### src/rtl/pc_pkg.sv
// Shared op-code encodings and default vectors for the program-counter sequencer.
package pc_pkg;
  localparam logic [2:0] PC_OP_HOLD     = 3'd0;
  localparam logic [2:0] PC_OP_INC      = 3'd1;
  localparam logic [2:0] PC_OP_DEC      = 3'd2;
  localparam logic [2:0] PC_OP_LOAD_BUS = 3'd3;
  localparam logic [2:0] PC_OP_LOAD_MDR = 3'd4;
  localparam logic [2:0] PC_OP_REL      = 3'd5;
  localparam logic [2:0] PC_OP_CALL     = 3'd6;
  localparam logic [2:0] PC_OP_RET      = 3'd7;

  localparam logic [15:0] PC_RST_VEC_DEF  = 16'h0000;
  localparam logic [15:0] PC_TRAP_VEC_DEF = 16'h0010;
endpackage

### src/rtl/pc_seq_if.sv
// Control-unit / fetch-path view of the PC sequencer: commands in, PC and stack status out.
interface pc_seq_if #(
  parameter int W     = 16,
  parameter int DEPTH = 8
);
  localparam int DW = $clog2(DEPTH) + 1;

  logic          en;
  logic [2:0]    op;
  logic [W-1:0]  bus_in;
  logic [W-1:0]  mdr_in;
  logic [W-1:0]  offset;
  logic          int_req;
  logic [W-1:0]  int_vec;
  logic          err_clr;
  logic          int_ack;
  logic [W-1:0]  pc;
  logic [DW-1:0] depth;
  logic          full;
  logic          empty;
  logic          err;

  modport master (
    output en, op, bus_in, mdr_in, offset, int_req, int_vec, err_clr,
    input  int_ack, pc, depth, full, empty, err
  );

  modport slave (
    input  en, op, bus_in, mdr_in, offset, int_req, int_vec, err_clr,
    output int_ack, pc, depth, full, empty, err
  );
endinterface

### src/rtl/pc_stack.sv
// Return-address LIFO: push/pop with overflow/underflow detect; faulting requests leave state untouched.
// Latency: depth/flags update on the edge after the request; top-of-stack read is combinational.
// Backpressure: none; full/empty are reported and misuse is flagged via ovf/unf.
module pc_stack #(
  parameter int W     = 16,
  parameter int DEPTH = 8
) (
  input  logic                     clk,
  input  logic                     rst,
  input  logic                     push,
  input  logic                     pop,
  input  logic [W-1:0]             din,
  output logic [W-1:0]             dout,
  output logic [$clog2(DEPTH):0]   depth,
  output logic                     full,
  output logic                     empty,
  output logic                     ovf,
  output logic                     unf
);
  localparam int AW = $clog2(DEPTH);
  localparam int DW = AW + 1;

  logic [W-1:0]  mem [DEPTH];
  logic [DW-1:0] cnt;

  assign depth = cnt;
  assign full  = (cnt == DW'(DEPTH));
  assign empty = (cnt == '0);
  assign ovf   = push & full;
  assign unf   = pop & empty;
  assign dout  = mem[cnt[AW-1:0] - AW'(1)];

  always_ff @(posedge clk or negedge rst) begin
    if (!rst)
      cnt <= '0;
    else if (push && !full)
      cnt <= cnt + DW'(1);
    else if (pop && !empty)
      cnt <= cnt - DW'(1);
  end

  // Entries survive reset; depth=0 is what makes them unreachable.
  always_ff @(posedge clk) begin
    if (push && !full)
      mem[cnt[AW-1:0]] <= din;
  end
endmodule

### src/rtl/pc_seq.sv
// Program-counter sequencer with hardware return stack; optional PC_STACK_TRAP_EN vectors stack faults to TRAP_VEC.
// Latency: one cycle, all outputs registered. Backpressure: en=0 stalls and holds all state.
module pc_seq
  import pc_pkg::*;
#(
  parameter int             W        = 16,
  parameter int             DEPTH    = 8,
  parameter logic [W-1:0]   RST_VEC  = W'(PC_RST_VEC_DEF),
  parameter logic [W-1:0]   TRAP_VEC = W'(PC_TRAP_VEC_DEF)
) (
  input  logic      clk,
  input  logic      rst,
  pc_seq_if.slave   bus
);
  logic [W-1:0] pc_q, pc_nxt, push_dat, stk_top;
  logic         push, pop, ovf, unf, fault;
  logic         int_ack_q, err_q;
  logic         stk_full, stk_empty;
  logic [$clog2(DEPTH):0] stk_depth;

  pc_stack #(.W(W), .DEPTH(DEPTH)) u_stack (
    .clk   (clk),
    .rst   (rst),
    .push  (push),
    .pop   (pop),
    .din   (push_dat),
    .dout  (stk_top),
    .depth (stk_depth),
    .full  (stk_full),
    .empty (stk_empty),
    .ovf   (ovf),
    .unf   (unf)
  );

  // Interrupt outranks op; an accepted interrupt saves the PC of the instruction to resume.
  always_comb begin
    pc_nxt   = pc_q;
    push     = 1'b0;
    pop      = 1'b0;
    push_dat = pc_q + W'(1);
    if (bus.en) begin
      if (bus.int_req) begin
        push     = 1'b1;
        push_dat = pc_q;
        pc_nxt   = bus.int_vec;
      end else begin
        case (bus.op)
          PC_OP_INC:      pc_nxt = pc_q + W'(1);
          PC_OP_DEC:      pc_nxt = pc_q - W'(1);
          PC_OP_LOAD_BUS: pc_nxt = bus.bus_in;
          PC_OP_LOAD_MDR: pc_nxt = bus.mdr_in;
          PC_OP_REL:      pc_nxt = pc_q + bus.offset;
          PC_OP_CALL: begin
            push   = 1'b1;
            pc_nxt = bus.bus_in;
          end
          PC_OP_RET: begin
            pop    = 1'b1;
            pc_nxt = stk_empty ? pc_q : stk_top;
          end
          default:        pc_nxt = pc_q;
        endcase
      end
    end
    fault = ovf | unf;
`ifdef PC_STACK_TRAP_EN
    if (fault)
      pc_nxt = TRAP_VEC;
`endif
  end

  always_ff @(posedge clk or negedge rst) begin
    if (!rst) begin
      pc_q      <= RST_VEC;
      int_ack_q <= 1'b0;
      err_q     <= 1'b0;
    end else begin
      pc_q      <= pc_nxt;
      int_ack_q <= bus.en & bus.int_req;
      if (fault)
        err_q <= 1'b1;
      else if (bus.en && bus.err_clr)
        err_q <= 1'b0;
    end
  end

  assign bus.pc      = pc_q;
  assign bus.int_ack = int_ack_q;
  assign bus.err     = err_q;
  assign bus.depth   = stk_depth;
  assign bus.full    = stk_full;
  assign bus.empty   = stk_empty;
endmodule

### src/flat_wrapper.sv
// flat-port wrapper written by rule: the top's interface ports become plain ports
module pc_seq_flat import pc_pkg::*;
#(
  parameter int             W        = 16,
  parameter int             DEPTH    = 8,
  parameter logic [W-1:0]   RST_VEC  = W'(PC_RST_VEC_DEF),
  parameter logic [W-1:0]   TRAP_VEC = W'(PC_TRAP_VEC_DEF)
)
  (clk, rst, bus_en, bus_op, bus_bus_in, bus_mdr_in, bus_offset, bus_int_req, bus_int_vec, bus_err_clr, bus_int_ack, bus_pc, bus_depth, bus_full, bus_empty, bus_err);
  pc_seq_if #(.W(W), .DEPTH(DEPTH)) bus_i ();
  input  logic clk;
  input  logic rst;
  input wire logic [$bits(bus_i.en)-1:0] bus_en;
  input wire logic [$bits(bus_i.op)-1:0] bus_op;
  input wire logic [$bits(bus_i.bus_in)-1:0] bus_bus_in;
  input wire logic [$bits(bus_i.mdr_in)-1:0] bus_mdr_in;
  input wire logic [$bits(bus_i.offset)-1:0] bus_offset;
  input wire logic [$bits(bus_i.int_req)-1:0] bus_int_req;
  input wire logic [$bits(bus_i.int_vec)-1:0] bus_int_vec;
  input wire logic [$bits(bus_i.err_clr)-1:0] bus_err_clr;
  output wire logic [$bits(bus_i.int_ack)-1:0] bus_int_ack;
  output wire logic [$bits(bus_i.pc)-1:0] bus_pc;
  output wire logic [$bits(bus_i.depth)-1:0] bus_depth;
  output wire logic [$bits(bus_i.full)-1:0] bus_full;
  output wire logic [$bits(bus_i.empty)-1:0] bus_empty;
  output wire logic [$bits(bus_i.err)-1:0] bus_err;
  assign bus_i.en = bus_en;
  assign bus_i.op = bus_op;
  assign bus_i.bus_in = bus_bus_in;
  assign bus_i.mdr_in = bus_mdr_in;
  assign bus_i.offset = bus_offset;
  assign bus_i.int_req = bus_int_req;
  assign bus_i.int_vec = bus_int_vec;
  assign bus_i.err_clr = bus_err_clr;
  assign bus_int_ack = bus_i.int_ack;
  assign bus_pc = bus_i.pc;
  assign bus_depth = bus_i.depth;
  assign bus_full = bus_i.full;
  assign bus_empty = bus_i.empty;
  assign bus_err = bus_i.err;
  pc_seq #(.W(W), .DEPTH(DEPTH), .RST_VEC(RST_VEC), .TRAP_VEC(TRAP_VEC)) u_core (.clk(clk), .rst(rst), .bus(bus_i));
endmodule
### config.mk
export PLATFORM = sky130hd
export DESIGN_NAME = pc_seq_flat
export DESIGN_NICKNAME = d
export VERILOG_FILES = /design/src/rtl/pc_pkg.sv /design/src/rtl/pc_seq_if.sv /design/src/rtl/pc_stack.sv /design/src/rtl/pc_seq.sv /design/src/flat_wrapper.sv
export SDC_FILE = /design/constraint.sdc
export NUM_CORES = 1
export LEC_CHECK = 0
export BUFFER_PORTS_ARGS = -buffer_cell sky130_fd_sc_hd__buf_2
export CORE_MARGIN = 2
export CORE_UTILIZATION = 50
export CTS_CLUSTER_SIZE = 16
export DETAILED_ROUTE_END_ITERATION = 16
export PLACE_DENSITY = 0.7
export SLEW_MARGIN = 20
export SYNTH_ARGS = -nofsm -noshare
export SYNTH_HDL_FRONTEND = slang
export SYNTH_HIERARCHICAL = 1
export SYNTH_SLANG_ARGS = --single-unit
### constraint.sdc
create_clock -name clk -period 4.3 [get_ports clk]
set_input_delay 0.86 -clock clk [delete_from_list [all_inputs] [get_ports clk]]
set_output_delay 0.86 -clock clk [all_outputs]
set_load 0.05 [all_outputs]
==> out/qor.txt, run 1 <==
Outcome: complete, no violations
Initial antenna violation count: 1
Clk_lat worst skew: 420 ps
Cells after synthesis: 640
DP Area: 0.008875 mm2
PnR worst setup slack: 986.7 ps
Grt ovf: 0
Critical Path Most Common Cell: o21ai_0
CP Max Fanout: 11
CP Class: register to register
WP buf/inv: 1
CTS resizes: 0
Reg2reg setup slack: 990 ps
Power share of the clock group: 25.0%
Post-synth top area share: 47.07%
Dpl ws: 870.6 ps
Final setup viols: 0
Width of the die: 131.8 um
Net load switching power: 2.023 mW
Synthesis warning total: 6
Placed wire-length estimate: 14,730 um
CP required: 4600 ps
Worst r2r src: u_core/u_stack/depth[1]
Metal-1 WL: 8895 um
Most frequent cells after synthesis: 128 x edfxtp_1, 53 x a21oi_1, 53 x nand2_1
Hold buffer count at cts: 0
Syn-to-layout area delta: 15.67%
Root buf cell: clkbuf_16
N_diodes: 0
Tcrit/Tclk final: 77.05%
CP startpoint kind: register
Placeable Area: 0.01594 mm2
Total GRT Usage: 24.86%
Post-synthesis sequential area ratio: 53.81%
IO Port Bufs: 95
Final wirelength: 21,140 um
Synth Flop Type: edfxtp_1
Routed wire length on met3: 1925 um
CP endpoint kind: register
Synthesized area per cell: 12.76 um2
RSZ-0062 raised after global routing: false
Sink Count: 150
Post-synth ARST share: 14.67%
Combinational fraction of design power: 40.7%
Post-synthesis net count: 736
Sw Share: 35.14%
Rows: 46
Share of total power in sequential cells: 34.3%
Hold/Removal Path Class: input pin to async pin
Worst-path clk slew: 60 ps
Yosys reg bits: 150
P_int: 3.734 mW
Starting density of the core: 51.22%
Final min period: 3313 ps
Pre-Repair DR Iteration Count: 7
Leak: 3.522 nW
Final Hold Vio Count: 0
CP peak stage delay: 690 ps
Synthesized cell area: 0.008167 mm2
EDFF count, synth: 128
CP startpoint: u_core/u_stack/depth[1]
Die ar.: 0.01737 mm2
Final GP Congestion: 0.9661
1st-iter DRT viols: 748
WL/cell: 21.82 um
Die Height: 131.8 um
Max-Cap Viols: 0
CP max stage cell: ha_1
Synth area leaders: edfxtp_1 47%, mux4_2 7.2%, dfrtp_1 6.7%
CP delay by family, top: multiplexers
Post-layout util: 59.25%
Cell with the most instances after synthesis: edfxtp_1
CTS tree: done
Number of global-route vias before repair: 5,881
Post-route cell area: 0.009447 mm2
Setup Fix Bufs, Post-CTS: 0
VDD IR max: 473.3 uV
Setup TNS: 0 ps
Via count: 5,969
Top sig layer: met5
CTS buffer count: 17
First-pass GRT wire length: 32,790 um
Final Max Slew Viols: 0
Max Fclk: 301.8 MHz
Post-layout nets: 836
Vias per cell: 6.160
Synth area leader: edfxtp_1
Post-route ant nets: 0
# H-tree levels: 4
DRC violations left: 0
Distinct cells, synth: 69
Clk_skew: 6.460 ps
CP Cell Sequence: inv_1, ha_1, mux4_2, mux2_2, mux2_2, a22o_1, a221oi_1, o21ai_0, o21ai_0, o21ai_0
# IOs: 96
Worst-Margin Slew: 871.7 ps
Met2 wire length: 9872 um
Max-slew headroom: 41.28%
Pin count of the biggest net entering global routing: 40
Crit path DAT: 3610 ps
Cell Pwr Density: 609.5 mW/mm2
Layout cells sized above 1: 28.82%
Clock tree buffer depth: 2
[power groups by stage]
stage	clock, mW	combinational [mW]	sequential, mW
2_1_floorplan	0	1.62	2.13
3_3_place_gp	0	2.30	1.99
3_5_place_dp	0	2.34	2.00
4_1_cts	1.46	2.36	1.97
5_1_grt	1.51	2.53	1.99
6_report	1.44	2.35	1.97
[placed cells by master, fill, tap and decap left out, types with 7 or more instances in the layout]
cell type  synthesis  layout
xor2_1            22      22
buf_2             14      95
nand2b_1          12      12
o21ai_0           23      23
nor2_1            40      40
dfrtp_1           22      21
inv_1             11      11
mux2_2            16      16
clkbuf_16          0      17
a21oi_1           53      53
nor3_1             9       7
xnor2_1           14      14
nand3_1           15      15
o22ai_1           11      11
buf_4              1      19
a221oi_1           7       7
mux4_2            26      26
edfxtp_1         128     128
or2_2             15      15
a31oi_1            8       8
ha_1              22      22
nand2_1           53      53
mux2i_1            8       8
[cells by family (layout without fill, tap and decap cells)]
kind of cell,Yosys count,after routing,synth area share [%]
compound gates,150,150,11.75
simple gates,172,172,10.40
flops,150,150,53.81
buf+inv,47,160,3.187
fa+ha+maj,24,24,3.861
xor+xnor,37,37,4.060
mux,60,60,12.93
[per-stage QoR]
stage / cells / total power, mW / hold slack [ps]
2_1_floorplan: 640 / 3.750 / 564.4
3_3_place_gp: 937 / 4.288 / 470.1
3_5_place_dp: 937 / 4.342 / 473.9
4_1_cts: 969 / 5.791 / 434.1
5_1_grt: 969 / 6.028 / 464.0
6_report: 969 / 5.758 / 430.7
[state kept, by name, indices dropped and copies added, names as in the netlist]
| signal | flops |
|---|---|
| u_core/u_stack/depth | 4 |
| u_core/bus.err | 1 |
| u_core/bus.int_ack | 1 |
| u_core/u_stack/mem | 128 |
| u_core/bus.pc | 16 |
[final timing paths]
check                                                to  cells past startpoint
worst min-delay path            u_core/u_stack/depth[2]                      1
min in group clk                         u_core/bus.err                      1
max in group asynchronous       u_core/u_stack/depth[0]                      1
worst max register to register         u_core/bus.pc[3]                     10
worst max-delay path                   u_core/bus.pc[3]                     10
worst min register to register           u_core/bus.err                      1
[layer usage]
metal,vias to the layer above,GRT usage [%]
li1,2656,-
met1,2907,34.45
met2,350,39.70
met3,54,6.459
met4,2,5.978
met5,-,0
[cell type report]
cell class	instances	area, um2
Fill cell	1258	6496
Multi-Input combinational cell	443	3522
Tap cell	216	270.3
Clock inverter	8	100.1
Inverter	13	48.80
Timing Repair Buffer	115	638.1
Clock buffer	24	471.7
Sequential cell	150	4395
Power figures use the tool's default switching activity.
==> run 2: changes to the inputs <==
==> constraint.sdc (replaced) <==
create_clock -name clk -period 3.1 [get_ports clk]
set_input_delay 0.62 -clock clk [delete_from_list [all_inputs] [get_ports clk]]
set_output_delay 0.62 -clock clk [all_outputs]
set_load 0.05 [all_outputs]
==> run 2 against run 1 <==
Effect of this change: clock skew grew 4.5 ps; sequential share of layout area down 0.79 points; core utilization rose by 1.0 points; hold slack lost 220 ps.
==> out/qor.txt, run 2 (synthesis results as in run 1) <==
Final min period: 2975 ps (-338.4 ps)
Pre-Repair DR Iteration Count: 5 (-2)
Max-slew headroom: 48.06% (+6.8 points)
Setup Fix Bufs, Post-CTS: 0 (unchanged)
FF/Latch Area: 0.004395 mm2 (unchanged)
Largest register FFs: 128 (unchanged)
Sink Count: 150 (unchanged)
CP startpoint kind: register
Hold buffer count at cts: 0 (unchanged)
Share of total power in sequential cells: 33.1% (-1.2 points)
VDD IR max: 727.2 uV (+54%)
N_diodes: 0 (unchanged)
Clock tree buffer depth: 2 (unchanged)
CP Class: register to register
Most common cell after layout, fill and taps aside: edfxtp_1
Multi-input logic area: 0.003522 mm2 (unchanged)
Clk_lat worst skew: 420 ps (about the same)
P_int: 5.358 mW (+43%)
Final Hold Vio Count: 0 (unchanged)
Power share of the clock group: 26.2% (+1.2 points)
Width of the die: 131.8 um (unchanged)
Crit path DAT: 3260 ps (-350 ps)
Starting density of the core: 51.22% (unchanged)
Number of global-route vias before repair: 5,808 (-1.2%)
IO Port Bufs: 95 (unchanged)
Pwr Total: 8.203 mW (+42%)
Worst-path clk slew: 60 ps (about the same)
WL/cell: 21.21 um (-2.8%)
Worst r2r src: u_core/u_stack/depth[0]
Layout cells sized above 1: 30.56% (+1.7 points)
# IOs: 96 (unchanged)
Grt ovf: 0 (unchanged)
Tcrit/Tclk final: 95.97% (+19 points)
Placed wire-length estimate: 15,050 um (+2.1%)
Final Max Slew Viols: 0 (unchanged)
Fillers: 1,271 (+1.0%)
Initial antenna violation count: 0 (-1)
Post-layout nets: 852 (+1.9%)
First-pass GRT wire length: 32,580 um (-0.63%)
1st-iter DRT viols: 769 (+2.8%)
Root buf cell: clkbuf_16
Rows: 46 (unchanged)
Sw Share: 34.69% (-0.45 points)
Vias per cell: 6.104 (-0.92%)
Final wirelength: 20,890 um (-1.2%)
DRC violations left: 0 (unchanged)
Post-layout util: 60.27% (+1.0 points)
# H-tree levels: 4 (unchanged)
Most frequent cells in the layout: 128 x edfxtp_1, 95 x buf_2, 53 x nand2_1, 53 x a21oi_1, 40 x nor2_1
Max Fclk: 336.1 MHz (+11%)
Post-route ant nets: 0 (unchanged)
CP endpoint kind: register
Final setup viols: 0 (unchanged)
CP Max Fanout: 10 (-1)
Hold/Removal Path Class: input pin to async pin
CTS tree: done
Max-Cap Viols: 0 (unchanged)
Net load switching power: 2.846 mW (+41%)
Final GP Congestion: 0.9576 (-0.88%)
Setup TNS: 0 ps (unchanged)
Pin count of the biggest net entering global routing: 40 (unchanged)
RSZ-0062 raised after global routing: false
Reg2reg setup slack: 130 ps (-860 ps)
Combinational fraction of design power: 40.7% (about the same)
CP required: 3390 ps (-1210 ps)
Die ar.: 0.01737 mm2 (unchanged)
CTS resizes: 0 (unchanged)
Clk_skew: 10.93 ps (+4.468 ps)
Placeable Area: 0.01594 mm2 (unchanged)
CTS buffer count: 17 (unchanged)
Die Height: 131.8 um (unchanged)
Outcome: complete, no violations
CP startpoint: u_core/u_stack/depth[0]
Syn-to-layout area delta: 17.67%
Leak: 3.608 nW (+2.4%)
Worst-Margin Slew: 771.0 ps (-100.6 ps)
Cell Pwr Density: 853.7 mW/mm2 (+40%)
Via count: 6,012 (+0.72%)
Total GRT Usage: 24.57% (-0.29 points)
## run 2: cell count changes in the layout (fill, tap and decap cells not counted)
cell,previous run,this run
buf_4,19,35
clkinv_2,3,2
clkbuf_1,5,3
clkinv_4,2,1
inv_6,0,1
clkinvlp_4,1,4
clkbuf_8,2,0
bufinv_16,2,4
## run 2: cell type report
type / instances / area share, %
sequential: 150 / 45.74
multi-input combinational: 443 / 36.65
timing repair buffer: 131 / 7.891
clock buffer: 20 / 4.544
tap: 216 / 2.812
clock inverter: 12 / 1.849
inverter: 13 / 0.5078
## run 2: per-stage QoR
step / setup slack (ps) / area (um2) / hold WS, ps / cells
5_1_grt: 2.703 / 9609 / 222.3 / 985
3_5_place_dp: -30.51 / 8995 / 494.5 / 953
2_1_floorplan: -20.93 / 8182 / 324.4 / 640
3_3_place_gp: 46.55 / 8995 / 476.5 / 953
4_1_cts: 171.1 / 9609 / 195.1 / 985
6_report: 125.1 / 9609 / 205.8 / 985
## run 2: path summary, 6_finish.rpt
path / end / cells after the start
min in group clk: u_core/bus.err / 1
min: u_core/u_stack/depth[2] / 1
max in group asynchronous: u_core/u_stack/depth[0] / 1
max: u_core/bus.pc[3] / 10
max reg2reg: u_core/bus.pc[3] / 10
min reg2reg: u_core/bus.err / 1
## run 2: worst max-delay path, cell delays in order, from the launching register on
cell and delay [ps]:
dfrtp_2 390, inv_2 60, ha_1 590, mux4_2 390, mux2_2 300, mux2_2 280, a22o_1 200, a221oi_1 290
o21ai_0 140, o21ai_0 110, o21ai_0 100
## run 2: routing by layer
| metal | part of all wire [%] | up-vias | GRT usage [%] |
|---|---|---|---|
| met5 | 0 | - | 0 |
| met3 | 8.3 | 34 | 5.267 |
| li1 | - | 2687 | - |
| met1 | 43 | 2985 | 35.55 |
| met4 | 1.7 | 0 | 7.246 |
| met2 | 47 | 306 | 37.73 |
## run 2: power groups by stage
| stage | combinational [mW] | sequential [mW] | clock, mW |
|---|---|---|---|
| finish | 3.34 | 2.71 | 2.15 |
| global route | 3.60 | 2.74 | 2.26 |
| CTS | 3.35 | 2.71 | 2.17 |
| detailed placement | 3.32 | 2.75 | 0 |
| global placement | 3.27 | 2.74 | 0 |
| floorplan | 2.26 | 2.96 | 0 |
